<file path="src/rtl/r2r_pwm_feeder.sv">
// Sample source for the R2R+PWM DAC: FIFO-buffered producer samples, a prefetch
// staging register that keeps dac_val stable ahead of val_req, and underrun tracking.
module r2r_pwm_feeder #(
  parameter int   R2R_BITS  = 4,
  parameter int   PWM_BITS  = 12,
  parameter int   DEPTH     = 16,
  parameter logic [R2R_BITS+PWM_BITS-1:0] IDLE_VAL =
    {1'b1, {(R2R_BITS+PWM_BITS-1){1'b0}}},
  parameter logic HOLD_LAST = 1'b1
) (
  input  logic                                clk,
  input  logic                                rst,
  input  logic                                en,
  input  logic                                flush,
  input  logic                                s_valid,
  output logic                                s_ready,
  input  logic [R2R_BITS+PWM_BITS-1:0]        s_data,
  input  logic                                val_req,
  output logic [R2R_BITS+PWM_BITS-1:0]        dac_val,
  output logic [$clog2(DEPTH):0]              level,
  output logic                                underrun,
  output logic [15:0]                         underrun_cnt,
  input  logic                                underrun_clr
);

  localparam int W  = R2R_BITS + PWM_BITS;
  localparam int AW = $clog2(DEPTH);
  localparam logic [AW:0] FULL_LVL = (AW+1)'(DEPTH);

  if (DEPTH < 2 || (DEPTH & (DEPTH - 1)) != 0) begin : g_bad_depth
    $error("r2r_pwm_feeder: DEPTH must be a power of two and >= 2");
  end

  logic [W-1:0]  mem [DEPTH];
  logic [AW-1:0] wr_ptr;
  logic [AW-1:0] rd_ptr;
  logic          stg_vld;
  logic          wr_en;
  logic          pop;
  logic          consume;
  logic          und_evt;

  always_comb begin
    s_ready = (level != FULL_LVL) && !flush;
    wr_en   = s_valid && s_ready;
    // Refill is held off on a request cycle so the DAC never sees a mid-edge change.
    pop     = en && !stg_vld && (level != '0) && !val_req && !flush;
    consume = val_req && en && stg_vld && !flush;
    und_evt = val_req && en && !stg_vld;
  end

  always_ff @(posedge clk) begin
    if (wr_en) mem[wr_ptr] <= s_data;
  end

  always_ff @(posedge clk) begin
    if (rst || flush) begin
      wr_ptr  <= '0;
      rd_ptr  <= '0;
      level   <= '0;
      stg_vld <= 1'b0;
      dac_val <= IDLE_VAL;
    end else begin
      if (wr_en) wr_ptr <= wr_ptr + 1'b1;
      if (pop)   rd_ptr <= rd_ptr + 1'b1;
      case ({wr_en, pop})
        2'b10:   level <= level + 1'b1;
        2'b01:   level <= level - 1'b1;
        default: level <= level;
      endcase
      if (!en) begin
        stg_vld <= 1'b0;
        dac_val <= IDLE_VAL;
      end else if (pop) begin
        stg_vld <= 1'b1;
        dac_val <= mem[rd_ptr];
      end else if (consume) begin
        stg_vld <= 1'b0;
        if (!HOLD_LAST) dac_val <= IDLE_VAL;
      end
    end
  end

  // Clear beats a coincident underrun; flush leaves the counters alone.
  always_ff @(posedge clk) begin
    if (rst || underrun_clr) begin
      underrun     <= 1'b0;
      underrun_cnt <= '0;
    end else if (und_evt) begin
      underrun <= 1'b1;
      if (underrun_cnt != '1) underrun_cnt <= underrun_cnt + 1'b1;
    end
  end

endmodule
</file>
<file path="config.mk">
export PLATFORM = sky130hd
export DESIGN_NAME = r2r_pwm_feeder
export DESIGN_NICKNAME = d
export VERILOG_FILES = /design/src/rtl/r2r_pwm_feeder.sv
export SDC_FILE = /design/constraint.sdc
export NUM_CORES = 1
export LEC_CHECK = 0
export ABC_AREA = 1
export CAP_MARGIN = 20
export CELL_PAD_IN_SITES_DETAIL_PLACEMENT = 1
export CELL_PAD_IN_SITES_GLOBAL_PLACEMENT = 1
export CORE_UTILIZATION = 43
export DETAILED_ROUTE_END_ITERATION = 10
export GPL_TIMING_DRIVEN = 0
export PLACE_DENSITY = 0.74
export SLEW_MARGIN = 20
export SYNTH_ARGS = -nofsm -noshare
export SYNTH_HDL_FRONTEND = slang
export SYNTH_SLANG_ARGS = --single-unit
</file>
<file path="constraint.sdc">
create_clock -name clk -period 2.2 [get_ports clk]
set_input_delay 0.44 -clock clk [delete_from_list [all_inputs] [get_ports clk]]
set_output_delay 0.44 -clock clk [all_outputs]
set_load 0.1 [all_outputs]
</file>
# [Yosys cells after proc, flatten, opt, wreduce, memory -nomap -nowiden]
# Memory sizes are Yosys's and may differ from the RTL's. A register that Yosys moved wholly into a read port is not among the register bits.
# Index checks and enable logic that the tools add are counted.
[op_classes] addsub=5 n_eq_ne=4 shifts=0 n_div=0 reduce_logical=20 muxes=5 n_lt_le_gt_ge=0 multipliers=0 n_bitwise=1
[ops] operator="adder 16 x 1 -> 16 bit (second input constant)" n=1
[ops] operator="!= test 16 bit (second input constant)" n=1
[ops] operator="logical AND 1 bit" n=10
[ops] operator="one-hot mux 5 bit (2 select lines)" n=1
[ops] operator="adder 4 x 1 -> 4 bit (second input constant)" n=2
[ops] operator="adder 5 x 1 -> 5 bit (second input constant)" n=1
[ops] operator="!= test 5 bit (second input constant)" n=1
[ops] operator="nonzero test 5 bit" n=1
[ops] operator="subtractor 5 x 1 -> 5 bit (second input constant)" n=1
[ops] operator="two-way mux 1 bit" n=4
[ops] operator="nonzero test 2 bit" n=2
[ops] operator="logical NOT 1 bit" n=3
[ops] operator="equality test 2 x 1 -> 1 bit (second input constant)" n=1
[ops] operator="equality test 2 bit (second input constant)" n=1
[ops] operator="logical OR 1 bit" n=2
[ops] operator="AND reduction 2 bit" n=1
[ops] operator="OR reduction 2 bit" n=1
[ops] operator="inverter 1 bit" n=1
[totals] inputBits=23 ff_bits=31 memories=1 romBits=0 ram_bits=256 out_inout_bits=39 latch_bits=0
[mem_list] name="mem" depth=16 width=16 read_ports=1 rd_ports_with_merged_regs=1 write_ports=1 line_no="34" source="logic [W-1:0] mem [DEPTH];"

# [Logic depth before layout (Yosys ltp)]
# Gate-level depths: netlist of run 1.
[depth] depth_word=7 depth_mapped=17 depth_no_buf=16

# [Least setup slack after synthesis of run 1]
# OpenSTA, ideal clock, no wires.
[synth_timing] path_kind="reg-to-reg" from="register level[1]" to="register level[4]" arrival_time_ns=2.913 path_stages_with_launch=16 required_time_ns=2.130 slack_ns=-0.783 path_cell_list="dfxtp_1 > inv_1 > nand4_1 > nand2_2 > inv_2 > buf_4 > ha_1 > inv_1 > fa_1 > inv_1 > nand2_1 > a21boi_0 > o21bai_1 > nand2_1 > nand2_1 > a21oi_1"
[synth_via] elab_chain_len=6 elab_cells_between_ends=13 classes_between="add/sub: 2; eq/ne: 3; mux: 1; reduce/logical: 7"
[synth_rtl] element="from (decl)" line_no="20" source="output logic [$clog2(DEPTH):0] level,"
[synth_rtl] element="from (signal assigned)" line_no="67" source="2'b10: level <= level + 1'b1;"
[synth_rtl] element="from (signal assigned)" line_no="68" source="2'b01: level <= level - 1'b1;"
[synth_rtl] element="from (signal assigned)" line_no="69" source="default: level <= level;"
[synth_rtl] element="nonzero test 5 bit *" line_no="47" source="pop = en && !stg_vld && (level != '0) && !val_req && !flush;"
[synth_rtl] element="logical AND 1 bit * (3 in series)" line_no="47"
[synth_rtl] element="via pop" line_no="39" source="logic pop;"
[synth_rtl] element="equality test 2 x 1 -> 1 bit or equality test 2 bit (tied branches)" line_no="66" source="case ({wr_en, pop})"
[synth_rtl] element="one-hot mux 5 bit (2 select lines) or nonzero test 2 bit (tied branches)"
# The timed path passes the listed nets; every way through them passes the cells marked *.
# A chain may end at the register's enable or synchronous reset.

# [Worst setup path after layout of run 1]
[layout_timing] from="register level[1]" to="output port level[1]"
# No word-level cell between the ends.

==> results of run 1 <==
==> flip-flops by register name, summed over array words and instances (netlist names) <==
name          flops
dac_val          16
level             5
stg_vld           1
underrun          1
mem             256
wr_ptr            4
underrun_cnt     16
rd_ptr            4
==> cell type report <==
type / instances / share of cell area
plain buffers: 58 / 0.0184
clock buffers: 54 / 0.0608
multi-input cells: 822 / 0.238
clock inverters: 5 / 0.00165
repair buffers: 92 / 0.0653
well taps: 390 / 0.0307
inverters: 172 / 0.0411
flip-flops and latches: 303 / 0.544
==> cell usage after synthesis <==
master	number
a211oi_1	1
a21boi_0	1
a21oi_1	21
a21oi_2	6
buf_1	7
buf_2	34
buf_4	5
buf_6	1
clkbuf_1	12
dfxtp_1	47
edfxtp_1	256
fa_1	1
ha_1	10
inv_1	169
inv_2	3
nand2_1	470
nand2_2	2
nand2_4	1
nand3_1	180
nand4_1	7
nor2_1	87
nor2_2	1
nor2_4	3
nor3_1	1
o21ai_0	16
o21ai_4	1
o21bai_1	1
xnor2_1	4
xor2_1	8
==> through the flow <==
step | utilization | total power [mW]
floorplan | - | 6.59
global placement | 0.481 | 6.78
detailed placement | 0.483 | 6.80
CTS | 0.531 | 12.0
global route | 0.532 | 12.3
finish | 0.532 | 11.9
==> final timing paths <==
| kind | slack [ps] | cells after the start | to |
|---|---|---|---|
| setup / recovery | 40 | 1 | level[1] |
| hold / removal | 400 | 3 | stg_vld |
| setup reg to reg | 70 | 13 | level[4] |
| hold reg to reg | 470 | 2 | underrun |
==> power by group through the flow <==
stage	registers [mW]	clock network [mW]	logic (mW)
2_1_floorplan	6.42	0	0.165
3_3_place_gp	6.38	0	0.400
3_5_place_dp	6.38	0	0.417
4_1_cts	6.26	5.29	0.431
5_1_grt	6.26	5.53	0.472
6_report	6.26	5.25	0.438
==> tightest hold or removal path, cell delays in order <==
cell and delay [ps]:
dlymetal6s2s_1 150, o21ai_0 120, a21oi_1 170
==> routing by layer <==
layer | vias to the layer above | routed length (µm) | track usage
met3 | 121 | 2490 | 0.0393
li1 | 4652 | - | -
met1 | 4987 | 17100 | 0.345
met4 | 0 | 1860 | 0.125
met5 | - | 0 | 0
met2 | 351 | 20400 | 0.469
==> logic make-up (layout without fill, tap and decap cells) <==
group                      count (synthesis)  in the layout  share of synthesized area
and+or+nand+nor                          752            752                      0.235
adders and majority gates                 11             11                     0.0110
xor gates and xnor gates                  12             12                    0.00797
AOI/OAI and AO/OA                         47             47                     0.0210
buffers and inverters                    231            381                     0.0709
DFF                                      303            303                      0.654
==> repair_timing <==
action	4_1_cts	5_1_grt
gates cloned	0	0
pin swaps	14	4
gates resized for setup	90	21
setup buffers	26	2
setup endpoints to repair	287	49
==> flow_summary.yaml, run 1 <==
outcome:
  outcome: "completed"
die:
  num_rows: 63
  die-width_um: 177
  pin_count: 62
  coreArea_mm2: 0.0299
  start_util: 0.442
  dieArea_mm2: 0.0314
  die_y_um: 177
route:
  route.detailed.drc: 0
  drt_iter0_drc: 919
  wl_per_cell_um: 22.1
  postRouteAntennaNets: 0
  post_drt_via_cell_ratio: 5.33
  wl_um: 41800
  num_vias: 10100
  drtPass1Iterations: 5
cts:
  cts_hold_buf: 0
  cts_root_buffer: "clkbuf_16"
  clk_latency_ps: 520
  path_clk_slew_ps: 60
  clock_path_buffers: 3
  cts_buffers: 34
  h-tree-depth: 2
  numClockSinks: 303
  cts_tree: "done"
worst_setup_path:
  cpMaxStageDelayCell: "clkdlybuf4s15_1"
  crit_type: "reg -> out"
  startpoint: "level[1]"
  cp_top_family: "buffers and inverters"
  endpoint_kind: "primary output"
  critPathRequiredTime_ps: 1760
  worst_setup_path_start_kind: "flop"
  critPathBufInv: 1
  cp_cell_sequence: "clkdlybuf4s15_1"
  timing.rr.start: "level[0]"
  critPathArrivalTime_ps: 1720
  cp_max_fo: 4
  cpPeakStageDelay_ps: 820
placed_design:
  dp_hpwl_um: 26300
  place.gp.congestion: 0.839
  detailed_place.area_mm2: 0.0144
  portBuffers: 61
  place_ws_ps: -1160
  numPlacedInstances: 1810
power_and_ir_drop:
  power_density_mw_per_mm2: 751
  p_int_mw: 9.37
  total_leakage_power_nw: 6.46
  pwr-share-seq: 0.524
  pwr-share-comb: 0.037
  ir_worst_vdd_v: 0.000565
  net-switching-power_mw: 2.58
  clock_power_share: 0.439
  swShare: 0.216
layout:
  fin_area_mm2: 0.0159
  multi_input_area_mm2: 0.00379
  diodes: 0
  regArea_mm2: 0.00865
  finish.net_count: 1517
  mostFrequentLayoutCells: "nand2_1 (469), edfxtp_1 (256), nand3_1 (179)"
  n_fill_cell: 3251
  final_common_cell: "nand2_1"
  fin_cells: 1896
  layout-drive-gt1-share: 0.117
  synthToLayoutAreaGrowth_pct: 20.5
timing:
  finClkSkew_ps: 24.8
  timing.fmax_mhz: 463
  tightest_slew_ps: 982
  setup_tns_ps: 0
  fin_crit_sh: 0.982
  hold_violations: 0
  max-slew-margin-rel: 0.348
  fin_ws_ps: 40.2
  slew_viol_final: 0
  period_minus_slack_ps: 2160
  setup_viol: 0
  rsz0062_at_grt: "yes"
  worst_hold_slack_ps: 403
global_route:
  antenna_found_initial: 0
  grtUsageTotal: 0.275
  grt_pass1_wl_um: 62700
  first_global_vias: 10500
  grt_max_degree: 17
  grt_overflow: 0
job:
  maxCapViolCount: 0
logic_synthesis:
  ys_ff_latch: 303
  seq_area_frac_synth: 0.654
  synth_cell_types: 29
  syn_area_per_cell_um2: 9.73
  syn_nets: 1390
  synth_top_area_share: 0.583
  yosysWarnings: 0
  netlist_top_cells_area: "edfxtp_1 (58%), nand2_1 (13%), dfxtp_1 (7.1%)"
  syn-cell-area_mm2: 0.0132
  synth_top_area_cell: "edfxtp_1"
  synth_cells: 1356
worst_hold_path:
  min_path_type: "in -> reg"
  hold_start: "flush"
Power figures use the tool's default switching activity.
==> run 2: changes to the inputs <==
--- a/config.mk
+++ b/config.mk
@@ -5,11 +5,11 @@
 export SDC_FILE = /design/constraint.sdc
 export NUM_CORES = 1
 export LEC_CHECK = 0
-export ABC_AREA = 1
+export ABC_AREA = 0
 export CAP_MARGIN = 20
 export CELL_PAD_IN_SITES_DETAIL_PLACEMENT = 1
 export CELL_PAD_IN_SITES_GLOBAL_PLACEMENT = 1
-export CORE_UTILIZATION = 43
+export CORE_UTILIZATION = 47
 export DETAILED_ROUTE_END_ITERATION = 10
 export GPL_TIMING_DRIVEN = 0
 export PLACE_DENSITY = 0.74
==> flow_summary.yaml, run 2 <==
worst_setup_path:
  critPathArrivalTime_ps: 3090
  endpoint_kind: "flop"
  worst_setup_path_start_kind: "flop"
  crit_type: "reg -> reg"
  cp_max_fo: 3
  critPathRequiredTime_ps: 2630
logic_synthesis:
  synth_top_area_share: 0.652
  syn-cell-area_mm2: 0.0118
  yosysWarnings: 0
  synth-async-reset-ratio: 0
  syn_area_per_cell_um2: 18.7
  yosysMostFrequentCell: "edfxtp_1"
  synthTopCellsByCount: "edfxtp_1 (256), mux4_2 (64), dfxtp_1 (47)"
  netlist_top_cells_area: "edfxtp_1 (65%), mux4_2 (12%), dfxtp_1 (8.0%)"
  synth_top_area_cell: "edfxtp_1"
  synth_cells: 631
  ys_ff_latch: 303
  seq_area_frac_synth: 0.732
  synth_edf_count: 256
  synth_cell_types: 46
  syn_nets: 665
  yosys_most_used_dff: "edfxtp_1"
layout:
  largest_reg_flops: 256
  finish.net_count: 805
  final_common_cell: "edfxtp_1"
  fin_area_mm2: 0.0148
  diodes: 0
  reg.largest.list: "mem x256, dac_val x16, underrun_cnt x16"
  regArea_mm2: 0.00867
  layout-drive-gt1-share: 0.322
  mostFrequentLayoutCells: "edfxtp_1 (256), mux4_2 (64), clkbuf_16 (39)"
  multi_input_area_mm2: 0.00331
  n_fill_cell: 2094
  synthToLayoutAreaGrowth_pct: 25.9
  fin_util: 0.607
  regMostFlops: "mem"
power_and_ir_drop:
  p_int_mw: 9.56
  ir_worst_vdd_v: 0.000568
  pwr-share-seq: 0.522
  swShare: 0.201
  total_leakage_power_nw: 4.71
  pwr-share-comb: 0.026
  net-switching-power_mw: 2.41
  power_density_mw_per_mm2: 807
  clock_power_share: 0.452
die:
  num_rows: 57
  pin_count: 62
  dieArea_mm2: 0.0257
  coreArea_mm2: 0.0245
  die-width_um: 160
  start_util: 0.482
  die_y_um: 160
route:
  num_vias: 6517
  wl_um: 29400
  route.detailed.drc: 0
  postRouteAntennaNets: 0
  wl_per_cell_um: 26.2
  drt_iter0_drc: 465
  post_drt_via_cell_ratio: 5.81
  drtPass1Iterations: 4
cts:
  cts_tree: "done"
  cts_hold_buf: 0
  cts_root_buffer: "clkbuf_16"
  clk_latency_ps: 510
  numClockSinks: 303
  clock_path_buffers: 3
  cts_buffers: 34
  path_clk_slew_ps: 60
  h-tree-depth: 2
worst_hold_path:
  min_path_type: "reg -> reg"
global_route:
  grt_overflow: 0
  grt_max_degree: 17
  grt_pass1_wl_um: 42800
  antenna_found_initial: 0
  grtUsageTotal: 0.228
  first_global_vias: 7069
timing:
  fin_ws_ps: -451
  period_minus_slack_ps: 2650
  fin_crit_sh: 1.20
  slew_viol_final: 0
  timing.fmax_mhz: 377
  tightest_slew_ps: 979
  setup_viol: 4
  finClkSkew_ps: 13.4
  max-slew-margin-rel: 0.350
  hold_violations: 0
  rsz0062_at_grt: "yes"
placed_design:
  place.gp.congestion: 0.824
  portBuffers: 61
  dp_hpwl_um: 16800
  detailed_place.area_mm2: 0.0130
  place_ws_ps: -1110
outcome:
  violations: "setup timing"
  outcome: "finished with violations"
job:
  maxCapViolCount: 0
==> run 2: through the flow <==
| step | std cells | hold WS [ps] | total power, mW | TNS [ps] |
|---|---|---|---|---|
| CTS | 1115 | 478 | 12.0 | -824 |
| finish | 1121 | 469 | 12.0 | -860 |
| global placement | 1016 | 464 | 6.61 | -208730 |
| detailed placement | 1016 | 471 | 6.63 | -239540 |
| floorplan | 631 | 477 | 6.47 | -11210 |
| global route | 1121 | 506 | 12.3 | -1390 |
==> run 2: worst max-delay path, stage by stage (launching register included) <==
cell and delay (ps):
dfxtp_4 370, nor4_4 30, buf_4 150, a2111oi_4 350
nand2_2 120, inv_2 90, ha_4 150, inv_2 60
fa_2 370, nor2b_4 160, o21ai_2 80, nor4b_2 180
or3_1 330, a21oi_1 120
==> run 2: cell families after synthesis <==
logic type                 count (synthesis)  share of synthesized area
adders and majority gates                 11                     0.0123
buffers and inverters                     40                     0.0137
AOI/OAI and AO/OA                         57                     0.0341
DFF                                      303                      0.732
xor gates and xnor gates                  19                     0.0141
muxes                                     96                      0.150
and+or+nand+nor                          105                     0.0444
==> run 2: per-layer routing <==
| metal | global-route usage | share of wire |
|---|---|---|
| met5 | 0 | 0 |
| met4 | 0.0814 | 0.026 |
| met1 | 0.287 | 0.41 |
| met2 | 0.397 | 0.52 |
| met3 | 0.0429 | 0.047 |
==> run 2: what timing repair did <==
| item | 4_1_cts | 5_1_grt |
|---|---|---|
| gates cloned | 0 | 2 |
| setup buffers | 37 | 8 |
| pin swaps | 21 | 9 |
| endpoints found under the setup margin | 317 | 121 |
| resized for setup | 81 | 63 |
==> run 2: worst paths after layout <==
check	from	slack, ps	endpoint	cells past startpoint
max	level[3]	-450	level[4]	13
min reg2reg	underrun	470	underrun	2
max reg2reg	level[3]	-450	level[4]	13
min	underrun	470	underrun	2
==> run 2: layout make-up <==
| type | count | share of cell area |
|---|---|---|
| tap | 324 | 0.0273 |
| buffer | 27 | 0.0103 |
| multi-input combinational | 288 | 0.223 |
| inverter | 11 | 0.00295 |
| timing repair buffer | 106 | 0.0805 |
| sequential | 303 | 0.584 |
| clock buffer | 54 | 0.0694 |
| clock inverter | 8 | 0.00303 |
==> run 2: power groups by stage <==
stage	sequential [mW]	combinational [mW]	clock, mW
floorplan	6.39	0.0866	0
global placement	6.36	0.242	0
detailed placement	6.37	0.257	0
CTS	6.25	0.285	5.47
global route	6.24	0.329	5.69
finish	6.25	0.312	5.42
